==> config.mk <==
export PLATFORM = sky130hd
export DESIGN_NAME = cci_mpf_shim_tx_buffer_flat
export DESIGN_NICKNAME = d
export VERILOG_FILES = /design/src/rtl/cci_mpf_if_pkg.sv /design/src/rtl/cci_mpf_if.sv /design/src/rtl/cci_mpf_prim_fifo_lutram.sv /design/src/rtl/cci_mpf_shim_tx_buffer.sv /design/src/flat_wrapper.sv
export SDC_FILE = /design/constraint.sdc
export NUM_CORES = 2
export LEC_CHECK = 0
export ABC_AREA = 1
export BUFFER_PORTS_ARGS = -buffer_cell sky130_fd_sc_hd__buf_2
export CAP_MARGIN = 10
export CORE_MARGIN = 2
export CORE_UTILIZATION = 30
export DETAILED_ROUTE_END_ITERATION = 10
export HOLD_SLACK_MARGIN = 0.06
export PLACE_DENSITY_LB_ADDON = 0.12
export RECOVER_POWER = 25
export SLEW_MARGIN = 30
export SYNTH_ARGS = -nofsm -noshare
export SYNTH_HDL_FRONTEND = slang
export SYNTH_SLANG_ARGS = --single-unit
==> constraint.sdc <==
create_clock -name clk -period 20.8 [get_ports clk]
set_input_delay 6.24 -clock clk [delete_from_list [all_inputs] [get_ports clk]]
set_output_delay 6.24 -clock clk [all_outputs]
set_load 0.02 [all_outputs]
==> src/rtl/cci_mpf_if_pkg.sv <==
// Shared CCI-MPF request/response structs and default tx-buffer sizing.
package cci_mpf_if_pkg;

   localparam int CCI_MPF_TX_BUF_N_ENTRIES = 8;
   localparam int CCI_MPF_TX_BUF_THRESHOLD = 4;

   typedef struct packed {
      logic        valid;
      logic [15:0] mdata;
      logic [41:0] addr;
   } t_if_cci_mpf_c0_Tx;

   typedef struct packed {
      logic        valid;
      logic [15:0] mdata;
      logic [41:0] addr;
      logic [63:0] data;
   } t_if_cci_mpf_c1_Tx;

   typedef struct packed {
      logic        valid;
      logic [8:0]  tid;
      logic [63:0] data;
   } t_if_cci_mpf_c2_Tx;

   typedef struct packed {
      logic        valid;
      logic [15:0] mdata;
      logic [63:0] data;
   } t_if_cci_mpf_c0_Rx;

   typedef struct packed {
      logic        valid;
      logic [15:0] mdata;
   } t_if_cci_mpf_c1_Rx;

endpackage

==> src/rtl/cci_mpf_if.sv <==
// CCI-MPF link bundle; to_fiu drives requests toward the platform, to_afu faces user logic.
interface cci_mpf_if;
   import cci_mpf_if_pkg::*;

   t_if_cci_mpf_c0_Tx c0Tx;
   t_if_cci_mpf_c1_Tx c1Tx;
   t_if_cci_mpf_c2_Tx c2Tx;
   logic              c0TxAlmFull;
   logic              c1TxAlmFull;
   t_if_cci_mpf_c0_Rx c0Rx;
   t_if_cci_mpf_c1_Rx c1Rx;
   logic              reset;

   modport to_fiu (
      output c0Tx, c1Tx, c2Tx,
      input  c0TxAlmFull, c1TxAlmFull, c0Rx, c1Rx, reset
   );

   modport to_afu (
      input  c0Tx, c1Tx, c2Tx,
      output c0TxAlmFull, c1TxAlmFull, c0Rx, c1Rx, reset
   );

endinterface

==> src/rtl/cci_mpf_prim_fifo_lutram.sv <==
// Distributed-RAM FIFO storage with wrapping pointers; head is read combinationally.
// Caller owns occupancy and must never enqueue into a full FIFO without a same-cycle dequeue.
module cci_mpf_prim_fifo_lutram #(
   parameter int N_DATA_BITS = 32,
   parameter int N_ENTRIES   = 8
)(
   input  logic                   clk,
   input  logic                   reset,
   input  logic                   enq_en,
   input  logic [N_DATA_BITS-1:0] enq_data,
   input  logic                   deq_en,
   output logic [N_DATA_BITS-1:0] first
);
   localparam int AW = $clog2(N_ENTRIES);

   logic [N_DATA_BITS-1:0] mem [N_ENTRIES];
   logic [AW-1:0]          wr_ptr;
   logic [AW-1:0]          rd_ptr;

   always_ff @(posedge clk) begin
      if (reset) begin
         wr_ptr <= '0;
         rd_ptr <= '0;
      end else begin
         if (enq_en) wr_ptr <= wr_ptr + 1'b1;
         if (deq_en) rd_ptr <= rd_ptr + 1'b1;
      end
   end

   always_ff @(posedge clk) begin
      if (enq_en) mem[wr_ptr] <= enq_data;
   end

   assign first = mem[rd_ptr];

endmodule

==> src/rtl/cci_mpf_shim_tx_buffer.sv <==
// Buffers c0/c1 requests ahead of fiu almost-full (2-cycle min latency); c2Tx, Rx and reset pass through one register.
// afu almost-full is registered and asserts once free slots <= THRESHOLD; requests into a full FIFO are dropped.
module cci_mpf_shim_tx_buffer
   import cci_mpf_if_pkg::*;
#(
   parameter int N_ENTRIES         = CCI_MPF_TX_BUF_N_ENTRIES,
   parameter int THRESHOLD         = CCI_MPF_TX_BUF_THRESHOLD,
   parameter bit FATAL_ON_OVERFLOW = 1'b1
)(
   input  logic      clk,
   input  logic      reset,
   cci_mpf_if.to_fiu fiu,
   cci_mpf_if.to_afu afu
);
   localparam int CW = $clog2(N_ENTRIES) + 1;
   localparam int W0 = $bits(t_if_cci_mpf_c0_Tx);
   localparam int W1 = $bits(t_if_cci_mpf_c1_Tx);

   logic [CW-1:0]     c0_cnt, c0_cnt_nxt;
   logic [CW-1:0]     c1_cnt, c1_cnt_nxt;
   logic              c0_full, c0_enq, c0_deq, c0_drop;
   logic              c1_full, c1_enq, c1_deq, c1_drop;
   t_if_cci_mpf_c0_Tx c0_first;
   t_if_cci_mpf_c1_Tx c1_first;
   logic              overflow;

   // A full FIFO still accepts a request when its head leaves in the same cycle.
   always_comb begin
      c0_full    = (c0_cnt == CW'(N_ENTRIES));
      c0_deq     = (c0_cnt != '0) && !fiu.c0TxAlmFull;
      c0_enq     = afu.c0Tx.valid && (!c0_full || c0_deq);
      c0_drop    = afu.c0Tx.valid && !c0_enq;
      c0_cnt_nxt = c0_cnt + CW'(c0_enq) - CW'(c0_deq);

      c1_full    = (c1_cnt == CW'(N_ENTRIES));
      c1_deq     = (c1_cnt != '0) && !fiu.c1TxAlmFull;
      c1_enq     = afu.c1Tx.valid && (!c1_full || c1_deq);
      c1_drop    = afu.c1Tx.valid && !c1_enq;
      c1_cnt_nxt = c1_cnt + CW'(c1_enq) - CW'(c1_deq);
   end

   cci_mpf_prim_fifo_lutram #(
      .N_DATA_BITS (W0),
      .N_ENTRIES   (N_ENTRIES)
   ) c0_fifo (
      .clk      (clk),
      .reset    (reset),
      .enq_en   (c0_enq),
      .enq_data (afu.c0Tx),
      .deq_en   (c0_deq),
      .first    (c0_first)
   );

   cci_mpf_prim_fifo_lutram #(
      .N_DATA_BITS (W1),
      .N_ENTRIES   (N_ENTRIES)
   ) c1_fifo (
      .clk      (clk),
      .reset    (reset),
      .enq_en   (c1_enq),
      .enq_data (afu.c1Tx),
      .deq_en   (c1_deq),
      .first    (c1_first)
   );

   always_ff @(posedge clk) begin
      afu.reset <= fiu.reset;
      if (reset) begin
         c0_cnt          <= '0;
         c1_cnt          <= '0;
         overflow        <= 1'b0;
         fiu.c0Tx        <= '0;
         fiu.c1Tx        <= '0;
         fiu.c2Tx        <= '0;
         afu.c0Rx        <= '0;
         afu.c1Rx        <= '0;
         afu.c0TxAlmFull <= 1'b1;
         afu.c1TxAlmFull <= 1'b1;
      end else begin
         c0_cnt   <= c0_cnt_nxt;
         c1_cnt   <= c1_cnt_nxt;
         fiu.c0Tx <= '0;
         fiu.c1Tx <= '0;
         if (c0_deq) fiu.c0Tx <= c0_first;
         if (c1_deq) fiu.c1Tx <= c1_first;
         fiu.c2Tx <= afu.c2Tx;
         afu.c0Rx <= fiu.c0Rx;
         afu.c1Rx <= fiu.c1Rx;
         afu.c0TxAlmFull <= (CW'(N_ENTRIES) - c0_cnt_nxt) <= CW'(THRESHOLD);
         afu.c1TxAlmFull <= (CW'(N_ENTRIES) - c1_cnt_nxt) <= CW'(THRESHOLD);
         if (c0_drop || c1_drop) begin
            overflow <= 1'b1;
            assert (!FATAL_ON_OVERFLOW)
               else $fatal(1, "cci_mpf_shim_tx_buffer: request dropped at full FIFO");
         end
      end
   end

endmodule
==> src/flat_wrapper.sv <==
// flat-port wrapper written by rule: the top's interface ports become plain ports
module cci_mpf_shim_tx_buffer_flat import cci_mpf_if_pkg::*;
#(
   parameter int N_ENTRIES         = CCI_MPF_TX_BUF_N_ENTRIES,
   parameter int THRESHOLD         = CCI_MPF_TX_BUF_THRESHOLD,
   parameter bit FATAL_ON_OVERFLOW = 1'b1
)
  (clk, reset, fiu_c0Tx, fiu_c1Tx, fiu_c2Tx, fiu_c0TxAlmFull, fiu_c1TxAlmFull, fiu_c0Rx, fiu_c1Rx, fiu_reset, afu_c0Tx, afu_c1Tx, afu_c2Tx, afu_c0TxAlmFull, afu_c1TxAlmFull, afu_c0Rx, afu_c1Rx, afu_reset);
  cci_mpf_if fiu_i ();
  cci_mpf_if afu_i ();
  input  logic clk;
  input  logic reset;
  output wire logic [$bits(fiu_i.c0Tx)-1:0] fiu_c0Tx;
  output wire logic [$bits(fiu_i.c1Tx)-1:0] fiu_c1Tx;
  output wire logic [$bits(fiu_i.c2Tx)-1:0] fiu_c2Tx;
  input wire logic [$bits(fiu_i.c0TxAlmFull)-1:0] fiu_c0TxAlmFull;
  input wire logic [$bits(fiu_i.c1TxAlmFull)-1:0] fiu_c1TxAlmFull;
  input wire logic [$bits(fiu_i.c0Rx)-1:0] fiu_c0Rx;
  input wire logic [$bits(fiu_i.c1Rx)-1:0] fiu_c1Rx;
  input wire logic [$bits(fiu_i.reset)-1:0] fiu_reset;
  input wire logic [$bits(afu_i.c0Tx)-1:0] afu_c0Tx;
  input wire logic [$bits(afu_i.c1Tx)-1:0] afu_c1Tx;
  input wire logic [$bits(afu_i.c2Tx)-1:0] afu_c2Tx;
  output wire logic [$bits(afu_i.c0TxAlmFull)-1:0] afu_c0TxAlmFull;
  output wire logic [$bits(afu_i.c1TxAlmFull)-1:0] afu_c1TxAlmFull;
  output wire logic [$bits(afu_i.c0Rx)-1:0] afu_c0Rx;
  output wire logic [$bits(afu_i.c1Rx)-1:0] afu_c1Rx;
  output wire logic [$bits(afu_i.reset)-1:0] afu_reset;
  assign fiu_c0Tx = fiu_i.c0Tx;
  assign fiu_c1Tx = fiu_i.c1Tx;
  assign fiu_c2Tx = fiu_i.c2Tx;
  assign fiu_i.c0TxAlmFull = fiu_c0TxAlmFull;
  assign fiu_i.c1TxAlmFull = fiu_c1TxAlmFull;
  assign fiu_i.c0Rx = fiu_c0Rx;
  assign fiu_i.c1Rx = fiu_c1Rx;
  assign fiu_i.reset = fiu_reset;
  assign afu_i.c0Tx = afu_c0Tx;
  assign afu_i.c1Tx = afu_c1Tx;
  assign afu_i.c2Tx = afu_c2Tx;
  assign afu_c0TxAlmFull = afu_i.c0TxAlmFull;
  assign afu_c1TxAlmFull = afu_i.c1TxAlmFull;
  assign afu_c0Rx = afu_i.c0Rx;
  assign afu_c1Rx = afu_i.c1Rx;
  assign afu_reset = afu_i.reset;
  cci_mpf_shim_tx_buffer #(.N_ENTRIES(N_ENTRIES), .THRESHOLD(THRESHOLD), .FATAL_ON_OVERFLOW(FATAL_ON_OVERFLOW)) u_core (.clk(clk), .reset(reset), .fiu(fiu_i), .afu(afu_i));
endmodule
---- After elaboration in Yosys (flattened, before gate mapping) ----
Memories as Yosys holds them, arrays and structs flattened. A register that Yosys moved wholly into a read port is not among the register bits.
Cells that the tools add are included.
cells by class
  $add $sub $neg .......................... 10
  magnitude comparators ................... 2
  equality and inequality tests ........... 2
  multiplexer cells ....................... 4
  bitwise gates (word level) .............. 2
  reduce and logical (&&, ||, !) cells .... 14
operators by type and width
  kind                                                            count
  adder 3 x 1 -> 3 bit, second input constant                     4
  adder 4 x 1 -> 4 bit                                            2
  equality test 4 bit, second input constant                      2
  less-or-equal comparator 4 x 3 -> 1 bit, second input constant  2
  nonzero test 4 bit                                              2
  subtractor 4 x 1 -> 4 bit                                       2
  subtractor 4 bit, first input constant                          2
  logical AND 1 bit                                               4
  zero test 1 bit                                                 4
  2-to-1 mux 1 bit                                                4
  OR reduction 2 bit                                              2
  logical OR 1 bit                                                2
  NOT 1 bit                                                       2
word-level totals
  bits in registers ....................... 195
  memory bits (writable) .................. 1456
  output and inout port bits .............. 357
  memories ................................ 2
memory list
  name                words  bits a word  read ports  clocked after Yosys merged registers in  write ports  RTL line                        text
  u_core.c1_fifo.mem  8      123          1           1                                        1            cci_mpf_prim_fifo_lutram.sv:16  logic [N_DATA_BITS-1:0] mem [N_ENTRIES];
  u_core.c0_fifo.mem  8      59           1           1                                        1            cci_mpf_prim_fifo_lutram.sv:16

---- Logic depth before layout (Yosys ltp) ----
  depth in word-level cells ............... 8
  gate-level depth with buffers ........... 14
  mapped depth without buffers ............ 14

---- By module ----
A second synthesis with hierarchy kept.
unflattened totals
  cell total of the unflattened synthesis .. 7583
  area total of the unflattened synthesis .. 75580.0 um^2
by module, submodules not included
  module                                      times used  cells an instance  area an instance (um^2)  sequential area each (um^2)
  cci_mpf_prim_fifo_lutram at u_core.c1_fifo  1           4297               43332.8                  29728.5
  cci_mpf_prim_fifo_lutram at u_core.c0_fifo  1           2085               20887.5                  14353.8
  cci_mpf_shim_tx_buffer                      1           1201               11359.6                  7307.0

---- Worst setup path before layout ----
OpenSTA, ideal clock, no wires.
  path kind ............................... input -> register
  start point ............................. in fiu_c1TxAlmFull
  end point ............................... mem u_core.c1_fifo.mem[4][0] in the netlist's numbering, enable pin
  setup time .............................. 757 ps
  arrival ................................. 14988 ps
  required time ........................... 20043 ps
  path slack .............................. 5055 ps
  stages on the path ...................... 3
  buffers on the path ..................... 0
  path through ............................ o211ai_1 nand2_1 nor3_1
between the ends
  word-level cells in the longest chain between the ends .. 6
ends and longest elaborated chain
  element                                 RTL line                        text
  start: declaration                      flat_wrapper.sv:17              input wire logic [$bits(fiu_i.c1TxAlmFull)-1:0] fiu_c1TxAlmFull;
  zero test 1 bit                         cci_mpf_shim_tx_buffer.sv:36    c1_deq = (c1_cnt != '0) && !fiu.c1TxAlmFull;
  logical AND 1 bit                       cci_mpf_shim_tx_buffer.sv:36
  logical OR 1 bit                        cci_mpf_shim_tx_buffer.sv:37    c1_enq = afu.c1Tx.valid && (!c1_full || c1_deq);
  logical AND 1 bit                       cci_mpf_shim_tx_buffer.sv:37
  2-to-1 mux 1 bit                        cci_mpf_prim_fifo_lutram.sv:31  if (enq_en) mem[wr_ptr] <= enq_data;
  2-to-1 mux 1 bit (not written as such)  cci_mpf_prim_fifo_lutram.sv:31
  end: declaration                        cci_mpf_prim_fifo_lutram.sv:16
Every way passes these cells.

---- Worst setup path in the final report ----
  start point ............................. in fiu_c1TxAlmFull
  end point ............................... mem u_core.c1_fifo.mem[3][38] in the netlist's numbering, enable pin
Same word-level chain as after synthesis.

==> qor.yml <==
worst_hold_path:
  whs_path_depth: 2
  holdCritStartpoint: "u_core.c0_fifo.wr_ptr[2]$_SDFFE_PP0P_"
  min_to: "u_core.c0_fifo.wr_ptr[2]$_SDFFE_PP0P_"
  hp-class: "flop to flop"
synth:
  synth.yosys.warnings: 0
  synthSimpleGateAreaFrac_pct: 13.0
  syn_area_sq_mm: 0.0673
  syn_nets: 5941
  synth_compound_area_share_pct: 6.93
  synth_top_family_by_area: "simple AND/OR/NAND/NOR gates"
  synth-xor-area-share_pct: 0.0781
  ys_seq_elements: 1833
  synth_area_per_cell_sq_um: 12.1
  synthAdderAreaFrac_pct: 0.320
  synth.mux.area_fraction_pct: 0
  synth_cells: 5566
  seq_area_frac_synth_pct: 76.2
  synth.distinct_cells: 25
power_and_ir_drop:
  p_leak_nw: 29.2
  power.switching_w: 0.00286
  vdd_drop_max_uv: 83.9
  combPwrFrac_pct: 18.0
  cellPowerDensity_mw_per_mm2: 119
  p_int_w: 0.00675
  finalPower_w: 0.00960
  switching_share_pct: 29.8
  power.clock.fraction_pct: 37.0
  seq_power_share_pct: 45.0
clocking:
  h-tree-depth: 4
  hold_buffers: 0
  clk_pin_slew_worst_paths_ns: 0.06
  cts_tree: "built"
  numCtsBuffers: 204
  cts_root_buf: "clkbuf_16"
  cts_sinks: 1833
  clkLatencyLatePin_ns: 0.87
  ctsResizeCount: 0
  post-cts-setup-buffer-count: 0
  clock_path_buffers: 3
critical_path:
  path_common_cell: "buf_4"
  r2r-start: "u_core.c1_cnt[2]$_SDFF_PP0_"
  path_cells: "buf_2, o211ai_1, nand3_1, nor2_4, buf_4, buf_4"
  slowest_stage: "buf_4"
  path_max_fanout: 47
  crit_path_end_kind: "flop"
  worstPathRequired_ns: 21.28
  rrSetupSlack_ns: 17.22
  critical_path_arrival_ns: 8.93
  cpLargestDelayFamily: "buffers and inverters"
  start_kind: "input pin"
  r2r_end: "u_core.c1_fifo.mem[3][38]$_DFFE_PP_"
  r2r_cells: 7
  slowest_delay_ns: 0.75
  path_buf_inv: 3
  worstSetupPathType: "input pin to flop"
timing:
  drv_slew: 0
  hold_viol_final: 0
  relSlewSlack_pct: 27.4
  worst_pin_slew_ns: 1.09
  timing.fmax_mhz: 118
  fin_skew_ns: 0.0731
  setup_viol: 0
  fin_crit_ns: 8.45
  min_period_over_period_pct: 40.6
  setup_tns_ns: 0
  rsz0062_at_grt: "no"
cells_and_area:
  design_area_sq_mm: 0.0804
  fin_nets: 6602
  most-common-layout-cells: "nor2_1, edfxtp_1, o21ai_0"
  area_growth_pct: 19.6
  fin_cells: 9394
  final_util_pct: 36.2
  drive_gt1_share_pct: 15.0
  final_common_cell: "nor2_1"
detailed_routing:
  met2_wirelength_microns: 91100
  wl_microns: 187000
  dr_wl_met3_microns: 11200
  dr.pass1.iters: 5
  avgRoutedWirePerCell_microns: 19.9
  drt-met1-wl_microns: 79700
  drc: 0
  via_count: 42100
  routed.top_layer: "met5"
  ant_nets: 0
  first_iter_violations: 2511
  vias_per_cell: 4.48
grt:
  grt_start_max_net_pins: 238
  grt_pass1_wl_microns: 275000
  antenna_found_initial: 67
  grt_pass1_vias: 41300
  grt_remaining_overflow: 0
  track_usage_pct: 16.0
die:
  initial_core_util_pct: 30.2
  core_sq_mm: 0.223
  ios: 716
  num_rows: 173
  die_h_microns: 478
  dieArea_sq_mm: 0.228
  die_x_microns: 478
placed_design:
  gp_congestion: 0.748
  port_buffers: 715
  dp_cells: 8992
  dp_hpwl_microns: 100000
  dpl_cell_area_sq_mm: 0.0738
run_status:
  status: "complete, no violations"
flow_run:
  drv_cap: 0
routing by layer:
metal | track usage [%] | vias up
met5 | 0 | -
met4 | 4.65 | 64
met3 | 4.45 | 337
met2 | 26.9 | 795
met1 | 19.9 | 20500
li1 | - | 20400
cell usage after synthesis (all sizes together):
| master | n | area [sq um] |
|---|---|---|
| clkinv | 2 | 7.51 |
| o211ai | 2 | 15.0 |
| ha | 14 | 175 |
| nor2 | 1836 | 6890 |
| nor3 | 10 | 50.1 |
| o21ai | 916 | 4580 |
| xor2 | 6 | 52.6 |
| nand2 | 216 | 811 |
| clkbuf | 163 | 612 |
| inv | 199 | 749 |
| fa | 2 | 40.0 |
| edfxtp | 1456 | 43700 |
| nand3 | 192 | 961 |
| nand3b | 4 | 30.0 |
| dfxtp | 377 | 7550 |
| a21oi | 12 | 60.1 |
| buf | 159 | 961 |
power by group through the flow:
stage / Combinational [W] / Sequential, W / Clock (W)
2_1_floorplan: 0.00110 / 0.00448 / 0
3_3_place_gp: 0.00176 / 0.00442 / 0
3_5_place_dp: 0.00176 / 0.00442 / 0
4_1_cts: 0.00177 / 0.00434 / 0.00367
5_1_grt: 0.00197 / 0.00435 / 0.00381
6_report: 0.00173 / 0.00433 / 0.00355
final cells by class:
cell class	count	area, sq um
multi-input cells	3210	13800
fillers	22000	142000
inverters	201	781
clock inverters	103	1060
flip-flops and latches	1833	51300
clock buffers	280	5580
repair buffers	777	4180
well taps	2975	3720
diodes	15	37.5
worst register-to-register path, delay by kind of cell (launching register included):
family / cells / cell delay, ns
buffers and inverters: 3 / 1.24
AND/OR/NAND/NOR: 2 / 1.02
AO/OA/AOI/OAI: 1 / 0.35
flip-flops: 1 / 0.30
adder cells (fa/ha/maj): 1 / 0.22
state kept, by name, summed over array words and instances (netlist names):
| signal | flops |
|---|---|
| u_core.c1_fifo.mem | 984 |
| u_core.c0_fifo.mem | 472 |
| u_core.fiu.c1Tx | 123 |
| u_core.afu.c0Rx | 81 |
| u_core.fiu.c2Tx | 74 |
| u_core.fiu.c0Tx | 59 |
| u_core.afu.c1Rx | 17 |
| u_core.c0_cnt | 4 |
| u_core.c1_cnt | 4 |
| u_core.c0_fifo.rd_ptr | 3 |
| u_core.c0_fifo.wr_ptr | 3 |
| u_core.c1_fifo.rd_ptr | 3 |
| u_core.c1_fifo.wr_ptr | 3 |
| u_core.afu.c0TxAlmFull | 1 |
| u_core.afu.c1TxAlmFull | 1 |
| u_core.afu.reset | 1 |
worst max-delay path by stage:
stage | from | to | slack [ns] | cells after the start
4_1_cts | fiu_c1TxAlmFull | u_core.c1_fifo.mem[3][38]$_DFFE_PP_ | 12.39 | 6
5_1_grt | fiu_c1TxAlmFull | u_core.c1_fifo.mem[3][38]$_DFFE_PP_ | 12.14 | 6
6_report | fiu_c1TxAlmFull | u_core.c1_fifo.mem[3][38]$_DFFE_PP_ | 12.35 | 6
2_1_floorplan | fiu_c1TxAlmFull | u_core.c1_fifo.mem[4][0]$_DFFE_PP_ | 5.05 | 3
3_5_place_dp | fiu_c1TxAlmFull | u_core.c1_fifo.mem[3][38]$_DFFE_PP_ | 11.43 | 6
3_3_place_gp | fiu_c1TxAlmFull | u_core.c1_fifo.mem[3][38]$_DFFE_PP_ | 11.50 | 6
cells by family after synthesis:
group	count (synthesis)
AND/OR/NAND/NOR	2258
flip-flops	1833
AO/OA/AOI/OAI	930
buffers and inverters	523
adder cells (fa/ha/maj)	16
XOR/XNOR	6
per-stage QoR:
step,hold WS [ns],setup WS (ns)
global route,0.588,12.14
CTS,0.534,12.39
detailed placement,0.524,11.43
floorplan,0.491,5.05
finish,0.533,12.35
global placement,0.522,11.50
No activity file was read; power rests on OpenSTA's default activity.
